[src/rtl/neural_frame_pkg.sv]
// neural_frame_pkg: shared constants, FSM state type and CRC-16-CCITT helper
//   for the neural frame packer.
//   Contents: MAGIC_DEFAULT, HDR_WORDS/TS_WORDS/TAIL_WORDS, CRC_POLY/CRC_INIT,
//   state_t, crc16_w16().
package neural_frame_pkg;
  localparam logic [63:0] MAGIC_DEFAULT = 64'hC691_1999_2702_1942;
  localparam int HDR_WORDS = 4;
  localparam int TS_WORDS = 2;
  localparam int TAIL_WORDS = 2;
  localparam logic [15:0] CRC_POLY = 16'h1021;
  localparam logic [15:0] CRC_INIT = 16'hFFFF;
  typedef enum logic [2:0] {IDLE, HDR, TS, DATA, TAIL} state_t;
  // One 16-bit word folded into the CRC, MSB first.
  function automatic logic [15:0] crc16_w16(input logic [15:0] c, input logic [15:0] d);
    logic [15:0] r;
    r = c;
    for (int i = 15; i >= 0; i--) r = {r[14:0], 1'b0} ^ ((r[15] ^ d[i]) ? CRC_POLY : 16'h0);
    return r;
  endfunction
endpackage

[src/rtl/crc16_ccitt_w16.sv]
// crc16_ccitt_w16: single-cycle 16-bit parallel CRC-16-CCITT accumulator.
//   dataclk, fifo_reset : clock, async active-high reset
//   clr_i               : restart from CRC_INIT (combined with en_i, folds data_i into the fresh seed)
//   en_i, data_i        : fold data_i into the running CRC
//   crc_o               : current CRC value
module crc16_ccitt_w16
  import neural_frame_pkg::*;
(
  input  logic        dataclk,
  input  logic        fifo_reset,
  input  logic        clr_i,
  input  logic        en_i,
  input  logic [15:0] data_i,
  output logic [15:0] crc_o
);
  logic [15:0] crc_q, crc_d, seed;
  always_comb begin
    seed = clr_i ? CRC_INIT : crc_q;
    crc_d = en_i ? crc16_w16(seed, data_i) : seed;
  end
  always_ff @(posedge dataclk or posedge fifo_reset)
    if (fifo_reset) crc_q <= CRC_INIT;
    else crc_q <= crc_d;
  assign crc_o = crc_q;
endmodule

[src/rtl/neural_frame_packer.sv]
// neural_frame_packer: frames channel samples into a 16-bit word stream for the Xillybus FIFO.
//   dataclk, fifo_reset      : clock, async active-high reset
//   frame_start              : one pulse per sample period
//   fifo_overflow            : downstream overflow, frames are dropped while high
//   ch_addr / ch_rdata       : sample-buffer port, synchronous read with 1-cycle latency
//   FIFO_DATA_STREAM(_WEN)   : registered framed word and its valid
//   busy, frame_dropped      : frame in progress, one-cycle drop pulse
//   timestamp                : frame_start counter
//   Define NEURAL_FRAME_CRC_EN to append a CRC word and a pad word to each frame.
module neural_frame_packer
  import neural_frame_pkg::*;
#(
  parameter int          NUM_CH = 32,
  parameter logic [63:0] MAGIC  = MAGIC_DEFAULT
) (
  input  logic        dataclk,
  input  logic        fifo_reset,
  input  logic        frame_start,
  input  logic        fifo_overflow,
  output logic [7:0]  ch_addr,
  input  logic [15:0] ch_rdata,
  output logic [15:0] FIFO_DATA_STREAM,
  output logic        FIFO_DATA_STREAM_WEN,
  output logic        busy,
  output logic        frame_dropped,
  output logic [31:0] timestamp
);
  localparam int DSTART = HDR_WORDS + TS_WORDS;
  localparam int DEND = DSTART + NUM_CH;
`ifdef NEURAL_FRAME_CRC_EN
  localparam int LEN = DEND + TAIL_WORDS;
`else
  localparam int LEN = DEND;
`endif
  state_t state_q, state_d;
  logic [8:0] idx_q, n_d;
  logic [31:0] ts_q, ts_d, fts_q;
  logic [15:0] word_q, word_d, tail_w;
  logic [7:0] addr_q, addr_d;
  logic wen_q, drop_q, last, accept, go, rd;
  assign last = idx_q == 9'(LEN - 1);
  // A new frame may start on the edge that retires the last word, so frames can abut.
  assign accept = frame_start && !fifo_overflow && (state_q == IDLE || last);
  assign go = accept || (state_q != IDLE && !last);
  assign n_d = accept ? 9'd0 : idx_q + 9'd1;
  // The address leads its data word by two cycles: one for the buffer read, one for the output register.
  assign rd = go && n_d >= 9'(DSTART - 2) && n_d < 9'(DEND - 2);
`ifdef NEURAL_FRAME_CRC_EN
  logic [15:0] crc;
  crc16_ccitt_w16 u_crc (
    .dataclk(dataclk),
    .fifo_reset(fifo_reset),
    .clr_i(accept),
    .en_i(go && n_d < 9'(DEND)),
    .data_i(word_d),
    .crc_o(crc)
  );
  assign tail_w = n_d == 9'(DEND) ? crc : 16'h0;
`else
  assign tail_w = 16'h0;
`endif
  always_comb begin
    state_d = !go ? IDLE : n_d < 9'(HDR_WORDS) ? HDR : n_d < 9'(DSTART) ? TS : n_d < 9'(DEND) ? DATA : TAIL;
    word_d = n_d < 9'(HDR_WORDS) ? MAGIC[{n_d[1:0], 4'b0} +: 16] :
             n_d == 9'(HDR_WORDS) ? fts_q[15:0] :
             n_d < 9'(DSTART) ? fts_q[31:16] :
             n_d < 9'(DEND) ? ch_rdata : tail_w;
    addr_d = rd ? 8'(n_d - 9'(DSTART - 2)) : addr_q;
    ts_d = ts_q + 32'(frame_start);
  end
  always_ff @(posedge dataclk or posedge fifo_reset)
    if (fifo_reset) begin
      state_q <= IDLE;
      idx_q <= '0;
      ts_q <= '0;
      fts_q <= '0;
      word_q <= '0;
      wen_q <= 1'b0;
      drop_q <= 1'b0;
      addr_q <= '0;
    end else begin
      state_q <= state_d;
      idx_q <= go ? n_d : idx_q;
      ts_q <= ts_d;
      fts_q <= accept ? ts_q : fts_q;
      word_q <= go ? word_d : word_q;
      wen_q <= go;
      drop_q <= frame_start && !accept;
      addr_q <= addr_d;
    end
  assign FIFO_DATA_STREAM = word_q;
  assign FIFO_DATA_STREAM_WEN = wen_q;
  assign busy = state_q != IDLE;
  assign frame_dropped = drop_q;
  assign timestamp = ts_q;
  assign ch_addr = addr_q;
endmodule

[config.mk]
export PLATFORM = sky130hd
export DESIGN_NAME = neural_frame_packer
export DESIGN_NICKNAME = d
export VERILOG_FILES = /design/src/rtl/neural_frame_pkg.sv /design/src/rtl/crc16_ccitt_w16.sv /design/src/rtl/neural_frame_packer.sv
export SDC_FILE = /design/constraint.sdc
export NUM_CORES = 1
export LEC_CHECK = 0
export CAP_MARGIN = 10
export CORE_MARGIN = 2
export CORE_UTILIZATION = 35
export DETAILED_ROUTE_END_ITERATION = 8
export SYNTH_ARGS = -nofsm -noshare
export SYNTH_HDL_FRONTEND = slang
export SYNTH_HIERARCHICAL = 1
export SYNTH_SLANG_ARGS = --single-unit
[constraint.sdc]
create_clock -name dataclk -period 4.7 [get_ports dataclk]
set_input_delay 0.94 -clock dataclk [delete_from_list [all_inputs] [get_ports dataclk]]
set_output_delay 0.94 -clock dataclk [all_outputs]
set_load 0.02 [all_outputs]
# Word level (Yosys, flattened, before mapping)
# Index checks and enable logic that the tools add are counted.
# Widths: inputs -> output; s select.
[word_totals] input_bits=20 ramBits=0 rom_bits=0 output_inout_bits=59 word_cells=41 memories=0 register_bits=102 latchBits=0
[classes] div_mod_pow=0 shifts=1 reduce_logical=13 order_cmp=5 addsub=3 n_bitwise=0 mux=9 n_mul=0 n_eq_ne=2
[ops] op="$mux 16" count=4
[ops] op="$shiftx 64x7->16 const A" count=1
[ops] op="$add 32x1->32" count=1
[ops] op="$lt 9x3->1 const B" count=2
[ops] op="$lt 9x6->1 const B" count=2
[ops] op="$mux 3" count=4
[ops] op="$add 9x1->9 const B" count=1
[ops] op="$eq 9x3->1 const B" count=1
[ops] op="$eq 9x6->1 const B" count=1
[ops] op="$ge 9x3->1 const B" count=1
[ops] op="$mux 9" count=1
[ops] op="$sub 8x3->8 const B" count=1
[ops] op="$logic_and 1x1->1" count=6
[ops] op="$logic_not 1->1" count=3
[ops] op="$logic_not 3->1" count=1
[ops] op="$reduce_bool 3->1" count=1
[ops] op="$logic_or 1x1->1" count=2

# Depth between registers and ports, before layout
[depth] ltp_word=9 ltp_mapped=13 mapped_depth_nobuf=11

# Least setup slack after synthesis
# OpenSTA, ideal clock, no wires.
[synth_path] kind="input -> register" startpoint="input port frame_start" endpoint="register word_q[1] (netlist: FIFO_DATA_STREAM[1])" arrival_ps=3012 path_buffers=3 slack_ps=1541 stages=11 setup_time_ps=147 required_time_ps=4553 cell_sequence="nor2b_1 > nand2_1 > clkbuf_1 > buf_1 > nand2_1 > ha_1 > a21boi_1 > or3_1 > clkbuf_2 > a221oi_1 > a2111oi_2"
[synth_between] elab_chain_cells=8 word_cells_on_any_way=13 cone_classes="3 x order compare; 1 x eq/ne; 1 x shift; 5 x mux; 3 x reduce/logical"
[synth_rtl] element="from (decl)" line="neural_frame_packer.sv:18" rtl="input logic frame_start,"
[synth_rtl] element="$logic_and 1x1->1 * (2 in a row)" line="neural_frame_packer.sv:43" rtl="assign accept = frame_start && !fifo_overflow && (state_q == IDLE || last);"
[synth_rtl] element="$mux 9" line="neural_frame_packer.sv:45" rtl="assign n_d = accept ? 9'd0 : idx_q + 9'd1;"
[synth_rtl] element="$lt 9x6->1" line="neural_frame_packer.sv:67" rtl="n_d < 9'(DEND) ? ch_rdata : tail_w;"
[synth_rtl] element="$mux 16" line="neural_frame_packer.sv:67"
[synth_rtl] element="$mux 16" line="neural_frame_packer.sv:66" rtl="n_d < 9'(DSTART) ? fts_q[31:16] :"
[synth_rtl] element="$mux 16" line="neural_frame_packer.sv:65" rtl="n_d == 9'(HDR_WORDS) ? fts_q[15:0] :"
[synth_rtl] element="$mux 16" line="neural_frame_packer.sv:64" rtl="word_d = n_d < 9'(HDR_WORDS) ? MAGIC[{n_d[1:0], 4'b0} +: 16] :"
[synth_rtl] element="to (signal assigned)" line="neural_frame_packer.sv:86" rtl="word_q <= go ? word_d : word_q;"
[synth_rtl] element="to (decl)" line="neural_frame_packer.sv:38" rtl="logic [15:0] word_q, word_d, tail_w;"
# Every way passes the cells marked *; elsewhere a longest branch is shown, timed or not.
# A chain may end at the register's enable or synchronous reset.

# Worst setup path after layout
[layout_path] startpoint="register idx_q[0]" endpoint="register word_q[1] (netlist: FIFO_DATA_STREAM[1])"
[layout_between] elab_chain_cells=9 word_cells_on_any_way=17 cone_classes="1 x add/sub; 3 x order compare; 2 x eq/ne; 1 x shift; 5 x mux; 5 x reduce/logical"
[layout_rtl] element="from (decl)" line="neural_frame_packer.sv:36" rtl="logic [8:0] idx_q, n_d;"
[layout_rtl] element="from (signal assigned)" line="neural_frame_packer.sv:83" rtl="idx_q <= go ? n_d : idx_q;"
[layout_rtl] element="parallel branches: the longest is 9 deep, another holds $add 9x1->9"
# Several ways; the timed one is not identified.

==> results.yml <==
status:
  status: "finished clean"
yosys:
  ys_ff_latch: 102
  netlist_instances: 534
  yosysUniqueCellTypes: 66
  syn_nets: 560
  synth_edf_count: 0
  synth_area_per_cell_um2: 9.508
  yosysWarnings: 6
  ys_seq_area_share_pct: 50.27
  mappedNetlistArea_um2: 5077
  synthFlopType: "dfrtp_1"
  async_flop_share_pct: 100.0
timing:
  hold_viol: 0
  setup_viol: 0
  rsz0062_at_grt: "false"
  finalClockSkew_ns: 0.01055
  finalCritPeriodShare_pct: 74.96
  slew_violations: 0
  max-slew-margin-rel_pct: 50.90
  fmax_ghz: 0.2838
  fin_setup_tns_ns: 0
  min_period_ns: 3.523
  tightest_slew_ns: 0.7298
pwr:
  comb_power_share_pct: 48.4
  power_switching_share_pct: 42.67
  vdd_drop_max_mv: 0.3022
  power_frac_clock_pct: 19.3
  switchingPower_uw: 1710
  powerDensity_nw_per_um2: 636.2
  seqPwrFrac_pct: 32.3
  p_leak_uw: 0.002785
  intPower_uw: 2298
drt:
  wire_per_inst_um: 17.01
  via_per_inst: 5.270
  totalWireLength_um: 13470
  drt_pass1_iterations: 5
  drt_iter0_drc: 286
  vias: 4174
  drc: 0
  antenna_left: 0
die:
  rows: 44
  die_w_um: 124.4
  io_pins: 79
  core_um2: 14370
  initial_utilization_pct: 35.34
  chipHeight_um: 124.4
  dieArea_um2: 15490
cells_and_area:
  n_antenna_cell: 0
  nets: 629
  layout_common_cells: "nand2_1 (131), dfrtp_1 (102), clkdlybuf4s50_1 (78)"
  fin_cells: 792
  syn2layout_area_growth_pct: 24.10
  fin_area_um2: 6301
  fin_util_pct: 43.85
  final_common_cell: "nand2_1"
  drive_gt1_share_pct: 9.046
worst_hold_path:
  hp-class: "reg2reg"
  hold_start: "fts_q[17]"
cts:
  clk_latency_ns: 0.35
  path_clk_slew_ns: 0.07
  cts_hold_buf: 0
  clockBufferDepth: 2
  cts_buffers: 9
  clockRootBuffer: "clkbuf_16"
  cts_tree: "yes"
  postCtsSetupBuffers: 0
  cts_sinks: 102
  h-tree-depth: 3
  cts.repair.resized: 0
worst_setup_path:
  crit_start: "idx_q[0]"
  cp_max_fo: 16
  critPathTopFamily: "simple AND/OR/NAND/NOR gates"
  crit_slowest_cell: "dfrtp_1"
  rr_startpoint: "idx_q[0]"
  cp_common_cell: "or3_1"
  cp-start-kind: "flip-flop"
  crit_required_ns: 4.91
  critPathKind: "reg2reg"
  end_kind: "flip-flop"
  worst_path_largest_cell_delay_ns: 0.68
  crit_chain: "ha_1, nand3_1, or3_1, o311ai_1, nor2b_2, or3_1, a221oi_1, a2111oi_2"
  worst-path-buf-inv: 0
  crit_arrival_ns: 3.73
job:
  maxCapViolations: 0
place:
  detailed_place.area_um2: 5992
  io_buffer_count: 78
  dp.cells: 776
  gp_congestion: 0.8778
  dp_hpwl_um: 9736
global_route:
  grt_pass1_wl_um: 22270
  grt_usage_pct: 17.77
  grt_overflow: 0
  first_global_vias: 4231
  grt_max_degree: 58
  antenna_found_initial: 0
## logic make-up (layout without fill, tap and decap cells)
kind of cell    after synthesis  count (layout)  synth area share, %
mux                           6               6                1.281
buf+inv                      36             110                3.770
xor+xnor                     37              37                6.382
compound gates               98              98                14.34
fa+ha+maj                     6               6                1.479
flops                       102             102                50.27
simple gates                249             249                22.47
## cell type report
type | instances | area, um^2
Clock buffer | 10 | 239.0
Clock inverter | 6 | 70.07
Tap cell | 184 | 230.2
Fill cell | 1420 | 8068
Timing Repair Buffer | 86 | 840.8
Multi-Input combinational cell | 396 | 2336
Inverter | 8 | 32.53
Sequential cell | 102 | 2552
## layer usage
metal	routed length [um]	vias up	track usage (%)
met4	196	0	4.428
met1	6251	2035	24.81
met3	612	18	3.780
met2	6411	117	28.29
li1	-	2004	-
met5	0	-	0
## worst min-delay path, cell delays in order (launching register included)
cell,delay (ns)
dfrtp_1,0.35
nand2_1,0.05
nand2_1,0.05
## synthesized netlist by cell type, drive strengths merged, types with 2 or more instances
| master | instances | area (um^2) |
|---|---|---|
| nand2 | 132 | 498.0 |
| dfrtp | 102 | 2552 |
| o21ai | 32 | 160.2 |
| nor2 | 29 | 108.9 |
| xnor2 | 26 | 227.7 |
| nand3 | 25 | 125.1 |
| buf | 15 | 111.4 |
| a221oi | 13 | 113.9 |
| clkbuf | 13 | 50.04 |
| nor3 | 13 | 65.06 |
| a22oi | 12 | 105.1 |
| and3 | 12 | 81.33 |
| xor2 | 11 | 96.34 |
| a21oi | 8 | 43.79 |
| inv | 8 | 30.03 |
| and2 | 7 | 45.05 |
| ha | 6 | 75.07 |
| nand4 | 6 | 37.54 |
| or2 | 6 | 37.54 |
| or3 | 6 | 37.54 |
| o31ai | 5 | 37.54 |
| mux2 | 4 | 45.04 |
| nor2b | 4 | 27.53 |
| nor4 | 4 | 40.04 |
| o211ai | 4 | 30.03 |
| a2111oi | 2 | 30.03 |
| a211o | 2 | 18.77 |
| a2bb2oi | 2 | 17.52 |
| a31oi | 2 | 12.51 |
| mux2i | 2 | 20.02 |
| nand2b | 2 | 12.51 |
## final timing paths
kind	end	slack [ns]	cells past startpoint
worst min-delay path	fts_q[17]	0.48	2
max in group asynchronous	ch_addr[7]	2.79	3
worst max register to register	FIFO_DATA_STREAM[1]	1.18	8
min in group asynchronous	idx_q[5]	1.05	2
worst min register to register	fts_q[17]	0.48	2
worst max-delay path	FIFO_DATA_STREAM[1]	1.18	8
## flip-flops by register name, indices dropped and copies added (netlist names)
name,cells
FIFO_DATA_STREAM,16
FIFO_DATA_STREAM_WEN,1
ch_addr,8
frame_dropped,1
fts_q,32
idx_q,9
state_q,3
timestamp,32
## stage by stage
step	worst slack, ns	total power, uW	hold slack, ns
2_1_floorplan	1.085	2630	0.4386
3_3_place_gp	1.136	3220	0.4599
3_5_place_dp	1.077	3253	0.4640
4_1_cts	1.214	4037	0.4823
5_1_grt	0.9243	4282	0.5104
6_report	1.177	4009	0.4802
## power by group through the flow
stage	clock, uW	sequential (uW)	combinational (uW)
after floorplan	0	1360	1270
after global placement	0	1310	1910
after detailed placement	0	1310	1940
after CTS	792	1300	1950
after global routing	826	1330	2130
final	774	1300	1940
(Power assumes the default switching activity.)
